File: src/rtl/sound_player.sv
// Buzzer back-end: plays a fixed note sequence per sound_code as a square wave,
// with 1-cycle request/preemption, stop, mute and a completion pulse.
module sound_player #(
  parameter int CLK_FREQ = 100_000_000,
  parameter int GAP_MS   = 20
) (
  input  logic       clk,
  input  logic       rstn,
  input  logic [2:0] sound_code,
  input  logic       play_sound,
  input  logic       mute,
  output logic       buzzer,
  output logic       busy,
  output logic       done,
  output logic [1:0] note_idx
);

  localparam int TICK  = CLK_FREQ / 1000;
  localparam int H_880 = CLK_FREQ / (2 * 880);
  localparam int H_660 = CLK_FREQ / (2 * 660);
  localparam int H_990 = CLK_FREQ / (2 * 990);
  localparam int H_523 = CLK_FREQ / (2 * 523);
  localparam int H_659 = CLK_FREQ / (2 * 659);
  localparam int H_784 = CLK_FREQ / (2 * 784);
  localparam int H_330 = CLK_FREQ / (2 * 330);
  localparam int H_MAX = H_330;
  localparam int PW    = (H_MAX > 1) ? $clog2(H_MAX) : 1;
  localparam int TW    = (TICK > 1) ? $clog2(TICK) : 1;

  typedef enum logic [1:0] {IDLE, TONE, GAP} state_t;

  state_t        state;
  logic [2:0]    seq;
  logic [PW-1:0] phase;
  logic [TW-1:0] tick;
  logic [7:0]    ms;
  logic          wave;

  logic [PW-1:0] half;
  logic [7:0]    dur;
  logic [1:0]    last_idx;
  logic          wave_nxt;
  logic          phase_end;
  logic          tick_end;
  logic          tone_end;
  logic          gap_end;
  logic          start;
  logic          stop;

  // Per-note half period, note length in ms and index of the final note.
  always_comb begin
    half     = PW'(H_MAX);
    dur      = 8'd1;
    last_idx = 2'd0;
    case (seq)
      3'd1: begin
        half = PW'(H_880);
        dur  = 8'd80;
      end
      3'd2: begin
        half     = (note_idx == 2'd0) ? PW'(H_660) : PW'(H_990);
        dur      = 8'd60;
        last_idx = 2'd1;
      end
      3'd3: begin
        case (note_idx)
          2'd0:    half = PW'(H_523);
          2'd1:    half = PW'(H_659);
          default: half = PW'(H_784);
        endcase
        dur      = 8'd120;
        last_idx = 2'd2;
      end
      3'd4: begin
        half = PW'(H_330);
        dur  = 8'd200;
      end
      default: ;
    endcase
  end

  always_comb begin
    phase_end = (phase == half - PW'(1));
    wave_nxt  = phase_end ? ~wave : wave;
    tick_end  = (tick == TW'(TICK - 1));
    tone_end  = tick_end && (ms == dur - 8'd1);
    gap_end   = tick_end && (ms == 8'(GAP_MS - 1));
    start     = play_sound && (sound_code != 3'd0) && (sound_code <= 3'd4);
    stop      = play_sound && (sound_code == 3'd0);
  end

  always_ff @(posedge clk or negedge rstn) begin
    if (!rstn) begin
      state    <= IDLE;
      seq      <= '0;
      note_idx <= '0;
      phase    <= '0;
      tick     <= '0;
      ms       <= '0;
      wave     <= 1'b0;
      buzzer   <= 1'b0;
      busy     <= 1'b0;
      done     <= 1'b0;
    end else begin
      done <= 1'b0;
      // A request outranks both stop-less sequencing and a same-cycle completion.
      if (start) begin
        state    <= TONE;
        seq      <= sound_code;
        note_idx <= '0;
        phase    <= '0;
        tick     <= '0;
        ms       <= '0;
        wave     <= 1'b0;
        buzzer   <= 1'b0;
        busy     <= 1'b1;
      end else if (stop) begin
        state    <= IDLE;
        note_idx <= '0;
        phase    <= '0;
        tick     <= '0;
        ms       <= '0;
        wave     <= 1'b0;
        buzzer   <= 1'b0;
        busy     <= 1'b0;
      end else begin
        case (state)
          TONE: begin
            if (tone_end) begin
              phase  <= '0;
              tick   <= '0;
              ms     <= '0;
              wave   <= 1'b0;
              buzzer <= 1'b0;
              if (note_idx == last_idx) begin
                state    <= IDLE;
                note_idx <= '0;
                busy     <= 1'b0;
                done     <= 1'b1;
              end else begin
                state <= GAP;
              end
            end else begin
              phase  <= phase_end ? '0 : phase + PW'(1);
              wave   <= wave_nxt;
              buzzer <= wave_nxt & ~mute;
              if (tick_end) begin
                tick <= '0;
                ms   <= ms + 8'd1;
              end else begin
                tick <= tick + TW'(1);
              end
            end
          end
          GAP: begin
            if (gap_end) begin
              state    <= TONE;
              note_idx <= note_idx + 2'd1;
              phase    <= '0;
              tick     <= '0;
              ms       <= '0;
            end else if (tick_end) begin
              tick <= '0;
              ms   <= ms + 8'd1;
            end else begin
              tick <= tick + TW'(1);
            end
          end
          default: ;
        endcase
      end
    end
  end

endmodule
File: config.mk
export PLATFORM = sky130hd
export DESIGN_NAME = sound_player
export DESIGN_NICKNAME = d
export VERILOG_FILES = /design/src/rtl/sound_player.sv
export SDC_FILE = /design/constraint.sdc
export NUM_CORES = 1
export LEC_CHECK = 0
export ABC_AREA = 1
export ABC_CLOCK_PERIOD_IN_PS = 3780
export BUFFER_PORTS_ARGS = -buffer_cell sky130_fd_sc_hd__buf_2
export CORE_ASPECT_RATIO = 0.5
export CORE_MARGIN = 2
export CORE_UTILIZATION = 57
export DETAILED_ROUTE_END_ITERATION = 16
export GPL_ROUTABILITY_DRIVEN = 1
export PLACE_DENSITY = 0.84
export SKIP_CTS_REPAIR_TIMING = 1
export SLEW_MARGIN = 15
export SYNTH_ARGS = -nofsm -noshare
export SYNTH_HDL_FRONTEND = slang
export SYNTH_SLANG_ARGS = --single-unit
File: constraint.sdc
create_clock -name clk -period 3.78 [get_ports clk]
set_input_delay 0.756 -clock clk [delete_from_list [all_inputs] [get_ports clk]]
set_output_delay 0.756 -clock clk [all_outputs]
set_load 0.01 [all_outputs]
# Word-level counts from Yosys, hierarchy flattened
# Cells that the tools add are included.
[op_classes]
addsub = 6
n_lt_le_gt_ge = 1
eq_ne = 15
mux = 54
bitwise_logic = 3
reduce_logical = 16
[ops]
columns = ["cell", "count"]
rows = [
  ["2-to-1 mux 17 bit", 6],
  ["2-to-1 mux 18 bit", 5],
  ["case mux 17 bit (2 select lines)", 2],
  ["case mux 18 bit (3 select lines)", 1],
  ["2-to-1 mux 8 bit", 5],
  ["case mux 18 bit (2 select lines)", 1],
  ["case mux 8 bit (4 select lines)", 1],
  ["2-to-1 mux 2 bit", 10],
  ["2-to-1 mux 1 bit", 19],
  ["adder 18 x 1 -> 18 bit (second input constant)", 1],
  ["== test 18 bit", 1],
  ["subtractor 18 x 1 -> 18 bit (second input constant)", 1],
  ["adder 17 x 1 -> 17 bit (second input constant)", 1],
  ["== test 17 bit (second input constant)", 1],
  ["case mux 8 bit (2 select lines)", 1],
  ["!= test 4 bit (second input constant)", 3],
  ["case mux 2 bit (2 select lines)", 3],
  ["nonzero test 3 bit", 4],
  ["adder 8 x 1 -> 8 bit (second input constant)", 1],
  ["== test 8 x 5 -> 1 bit (second input constant)", 1],
  ["== test 8 bit", 1],
  ["subtractor 8 x 1 -> 8 bit (second input constant)", 1],
  ["== test 3 x 2 -> 1 bit (second input constant)", 2],
  ["AND reduction 3 bit", 2],
  ["15 further kinds", 21],
]
[totals]
regBits = 54
inputBits = 7
out_inout_bits = 5
elab_cells = 105

# Logic depth before layout (Yosys ltp)
[logic_depth]
ltp_word = 11
depth_mapped = 17
depth_no_buf = 17

# Worst setup path after synthesis
# No wires, ideal clock.
[synth_timing]
path_type = "reg-to-reg"
from = "register note_idx[0]"
to = "register phase[14]"
setup_ns = 0.118
arrival_ns = 2.469
required_ns = 3.662
path_slack_ns = 1.193
stages_incl_launch_ff = 14
n_path_buf = 1
period_less_slack_ns = 2.587
cell_sequence = "dfrtp_1 > inv_1 > ha_1 > nor2_1 > a21oi_1 > ha_1 > xnor2_1 > nor3_1 > nand3_1 > nor3_2 > nand4_2 > buf_2 > nand3_1 > nand2_1"
[synth_via]
elab_chain_len = 10
elab_cells_between_ends = 12
cone_classes = "1 x add/sub; 2 x eq/ne; 8 x mux; 1 x reduce/logical"
[synth_lines]
columns = ["element", "line", "rtl"]
rows = [
  ["from (decl)", "15", "output logic [1:0] note_idx"],
  ["from (signal assigned)", "158", "note_idx <= note_idx + 2'd1;"],
  ["== test 2 x 1 -> 1 bit / logical NOT 2 bit (equally long branches)", "66, 61", ""],
  ["case mux 17 bit (2 select lines) / 2-to-1 mux 17 bit (equally long branches)", "66, 61", ""],
  ["case mux 18 bit (3 select lines) *", "55", "case (seq)"],
  ["subtractor 18 x 1 -> 18 bit *", "83", "phase_end = (phase == half - PW'(1));"],
  ["== test 18 bit *", "83", ""],
  ["2-to-1 mux 18 bit *", "144", "phase <= phase_end ? '0 : phase + PW'(1);"],
  ["2-to-1 mux 18 bit *", "129", "if (tone_end) begin"],
  ["case mux 18 bit (2 select lines) *", "127", "case (state)"],
  ["2-to-1 mux 18 bit *", "117", "end else if (stop) begin"],
  ["2-to-1 mux 18 bit *", "107", "if (start) begin"],
  ["to (signal assigned)", "144", ""],
  ["to (decl)", "34", "logic [PW-1:0] phase;"],
]
# Mark *: on every way between the ends. The rest lies on a longest branch, timed or not.
# A chain may end at the register's enable or synchronous reset.

# Worst setup path in the final report
[layout_timing]
from = "register note_idx[0]"
to = "register phase[12]"
# Same word-level chain as after synthesis.

==> metrics.md <==
| Metric | Value |
|---|---|
| Maximum net fanout on the critical path | 18 |
| Vias/cell | 5.54 |
| Clock root cell | clkbuf_16 |
| Critical path class | reg -> reg |
| Core Footprint | 6230 um2 |
| Reg clk slew, reported paths | 70 ps |
| Worst EP required | 3950 ps |
| Clk buf depth | 2 |
| Max-slew violations | 0 |
| Detailed Route WL | 8640 um |
| Buffers on Ports | 11 |
| Initial antenna violation count | 0 |
| GPL Wtd Cong | 0.913 |
| Placed inst area | 3940 um2 |
| Via count | 3,610 |
| CP top delay family | simple AND/OR/NAND/NOR gates |
| Final instance area | 4100 um2 |
| Worst VDD drop | 0.290 mV |
| #FFs+latches synth | 54 |
| Commonest cells post-synth | nand2_1 (129), inv_1 (82), nand3_1 (61), dfrtp_1 (54), nor2_1 (52) |
| Main synth FF type | dfrtp_1 |
| ANT cells | 0 |
| Final Setup Violations | 0 |
| Top-count cell post-synth | nand2_1 |
| Pwr/cell area | 455 nW/um2 |
| Clk_skew | 5.89 ps |
| CTS Buf Count | 5 |
| Netlist Area Pre-Place | 3780 um2 |
| H-tree Lvls | 2 |
| Average routed wire per standard cell | 13.2 um |
| Gr ovfl total | 0 |
| Final HPWL from detailed placement | 6360 um |
| Die Wd | 119 um |
| Final nets | 580 |
| Total Power | 1.87 mW |
| F_max | 316 MHz |
| Setup_tns | 0 ps |
| Initial Util | 60.6% |
| Slew margin rel. | 47.3% |
| Syn Inst Count | 548 |
| RSZ-0062 raised after global routing | false |
| Syn-to-layout area delta | 8.61% |
| Vias in the first global route | 3,119 |
| Synth top area share | 35.8% |
| Clk_lat worst skew | 300 ps |
| Post-route ant nets | 0 |
| DR iter-0 viols | 292 |
| Dpl cells | 644 |
| Fin. Hold Viols | 0 |
| Die Area | 7330 um2 |
| Max incr delay on CP | 450 ps |
| FF-to-FF path depth | 12 |
| Critical path arrival | 3340 ps |
| Yosys top cell by area | dfrtp_1 |
| Drt first pass iters | 7 |
| Fin crit share | 83.8% |
| I/O pin cnt | 12 |
| Hold Crit Class | reg -> reg |
| Syn_area_per_cell | 6.89 um2 |
| Synth top area cells | dfrtp_1 (36%), nand2_1 (13%), inv_1 (8.2%) |
| Multi-input gate area | 2070 um2 |
| LEAKAGE | 2.04 nW |
| FP Rows | 20 |
| Tot GR Track Use | 25.1% |
| Chip height | 61.6 um |
| Crit-path cells | inv_1 -> ha_1 -> nor2_1 -> a21oi_1 -> ha_1 -> xnor2_1 -> xor2_1 -> nand3_1 -> nor3_2 -> nand4_2 -> nand2_1 -> o21ai_0 |
| Worst path depth | 12 |
| Clk sink count | 54 |
| Share of cells above drive strength 1 | 6.91% |
| CP endpoint kind | flop |
| Startpoint types | flop |
| # fillers | 530 |
| Netlist cell types | 35 |
| First-pass GRT wire length | 14,500 um |
| Post-Syn Nets | 565 |
| CP Buf/Inv Count | 1 |
| Async SR Flop Fraction | 100% |
| Hold Path Stages | 2 |
| YS warnings | 0 |
| CP most frequent cell | ha_1 |
| Status | finished, final reports clean |
| Largest net degree at the start of global routing | 36 |
| Max Cap Viol | 0 |
| Sequential area share after synthesis | 35.8% |
| Reg area | 1350 um2 |
| DRC errors left | 0 |
| Number of flops mapped to enable cells by yosys | 0 |
| Critical path's slowest cell | dfrtp_1 |
| Crit path time final | 3170 ps |
| CTS tree | done |
| Slew @ Worst Pin | 790 ps |
| Non-Filler Instances | 652 |
## worst paths after layout
path / start / to / slack [ps]
setup / recovery: note_idx[0] / phase[12] / 610
setup reg to reg: note_idx[0] / phase[12] / 610
max in group asynchronous: rstn / phase[3] / 2470
hold / removal: buzzer / buzzer / 500
hold reg to reg: buzzer / buzzer / 500
min in group asynchronous: rstn / tick[13] / 530
## layout by cell type, fill, tap and decap left out
master	n
nor4_1	7
nor2_2	3
nand3_1	61
nand2b_1	1
o22ai_1	5
o211ai_1	3
nand3_2	1
o21ai_0	24
clkbuf_1	1
bufinv_16	1
a311oi_1	1
a211oi_1	2
xnor2_1	5
o21ai_1	1
ha_1	10
nand4_1	20
nand2_2	4
buf_2	11
or2_2	2
nor3_1	16
a21oi_1	19
clkbuf_16	5
dfrtp_1	54
o221ai_1	1
clkinv_1	2
nand2_1	129
buf_4	2
a31oi_1	3
or2_1	1
inv_1	82
and3b_1	1
nor2_1	52
xor2_1	23
nand4_2	1
clkinvlp_4	1
a32o_1	1
inv_2	5
nor3_2	3
## layer usage
layer | global-route usage [%] | vias to the layer above | wire, um
met5 | 0 | - | 0
met4 | 6.80 | 0 | 126
met3 | 4.81 | 21 | 406
met2 | 44.2 | 104 | 4020
met1 | 33.0 | 1673 | 4090
li1 | - | 1812 | -
## stage by stage
stage	hold WS, ps	setup slack, ps	util [%]
2_1_floorplan	460	1190	-
3_3_place_gp	460	811	63.2
3_5_place_dp	487	787	63.2
4_1_cts	502	704	65.8
5_1_grt	525	454	65.8
6_report	502	612	65.8
## sequential cells by signal, summed over array words and instances, names as in the netlist, 2 cells and up
| name | flops |
|---|---|
| phase | 18 |
| note_idx | 2 |
| state | 2 |
| tick | 17 |
| seq | 3 |
| ms | 8 |
## final cells by class
| cell class | instances | area share [%] |
|---|---|---|
| Clock buffer | 6 | 3.14 |
| Clock inverter | 2 | 0.915 |
| Multi-Input combinational cell | 400 | 50.5 |
| Inverter | 89 | 8.15 |
| Timing Repair Buffer | 13 | 1.71 |
| Tap cell | 88 | 2.68 |
| Sequential cell | 54 | 32.9 |
## worst reg2reg max path: stages (launching register included)
cell and delay [ps]:
dfrtp_1 450, inv_1 120, ha_1 270, nor2_1 270
a21oi_1 150, ha_1 270, xnor2_1 230, xor2_1 210
nand3_1 150, nor3_2 150, nand4_2 440, nand2_1 230
o21ai_0 100
## power breakdown
part | switching [mW] | total, mW | internal, mW
clock | 0.212 | 0.525 | 0.313
combinational | 0.465 | 0.661 | 0.197
sequential | 0.0564 | 0.681 | 0.625
total | 0.733 | 1.87 | 1.13
## cell families after synthesis
group,share of synthesized area (%)
adder cells (fa/ha/maj),3.31
AO/OA/AOI/OAI,8.88
buffers and inverters,9.41
AND/OR/NAND/NOR,36.1
XOR/XNOR,6.49
flip-flops,35.8
Power figures use the tool's default switching activity.
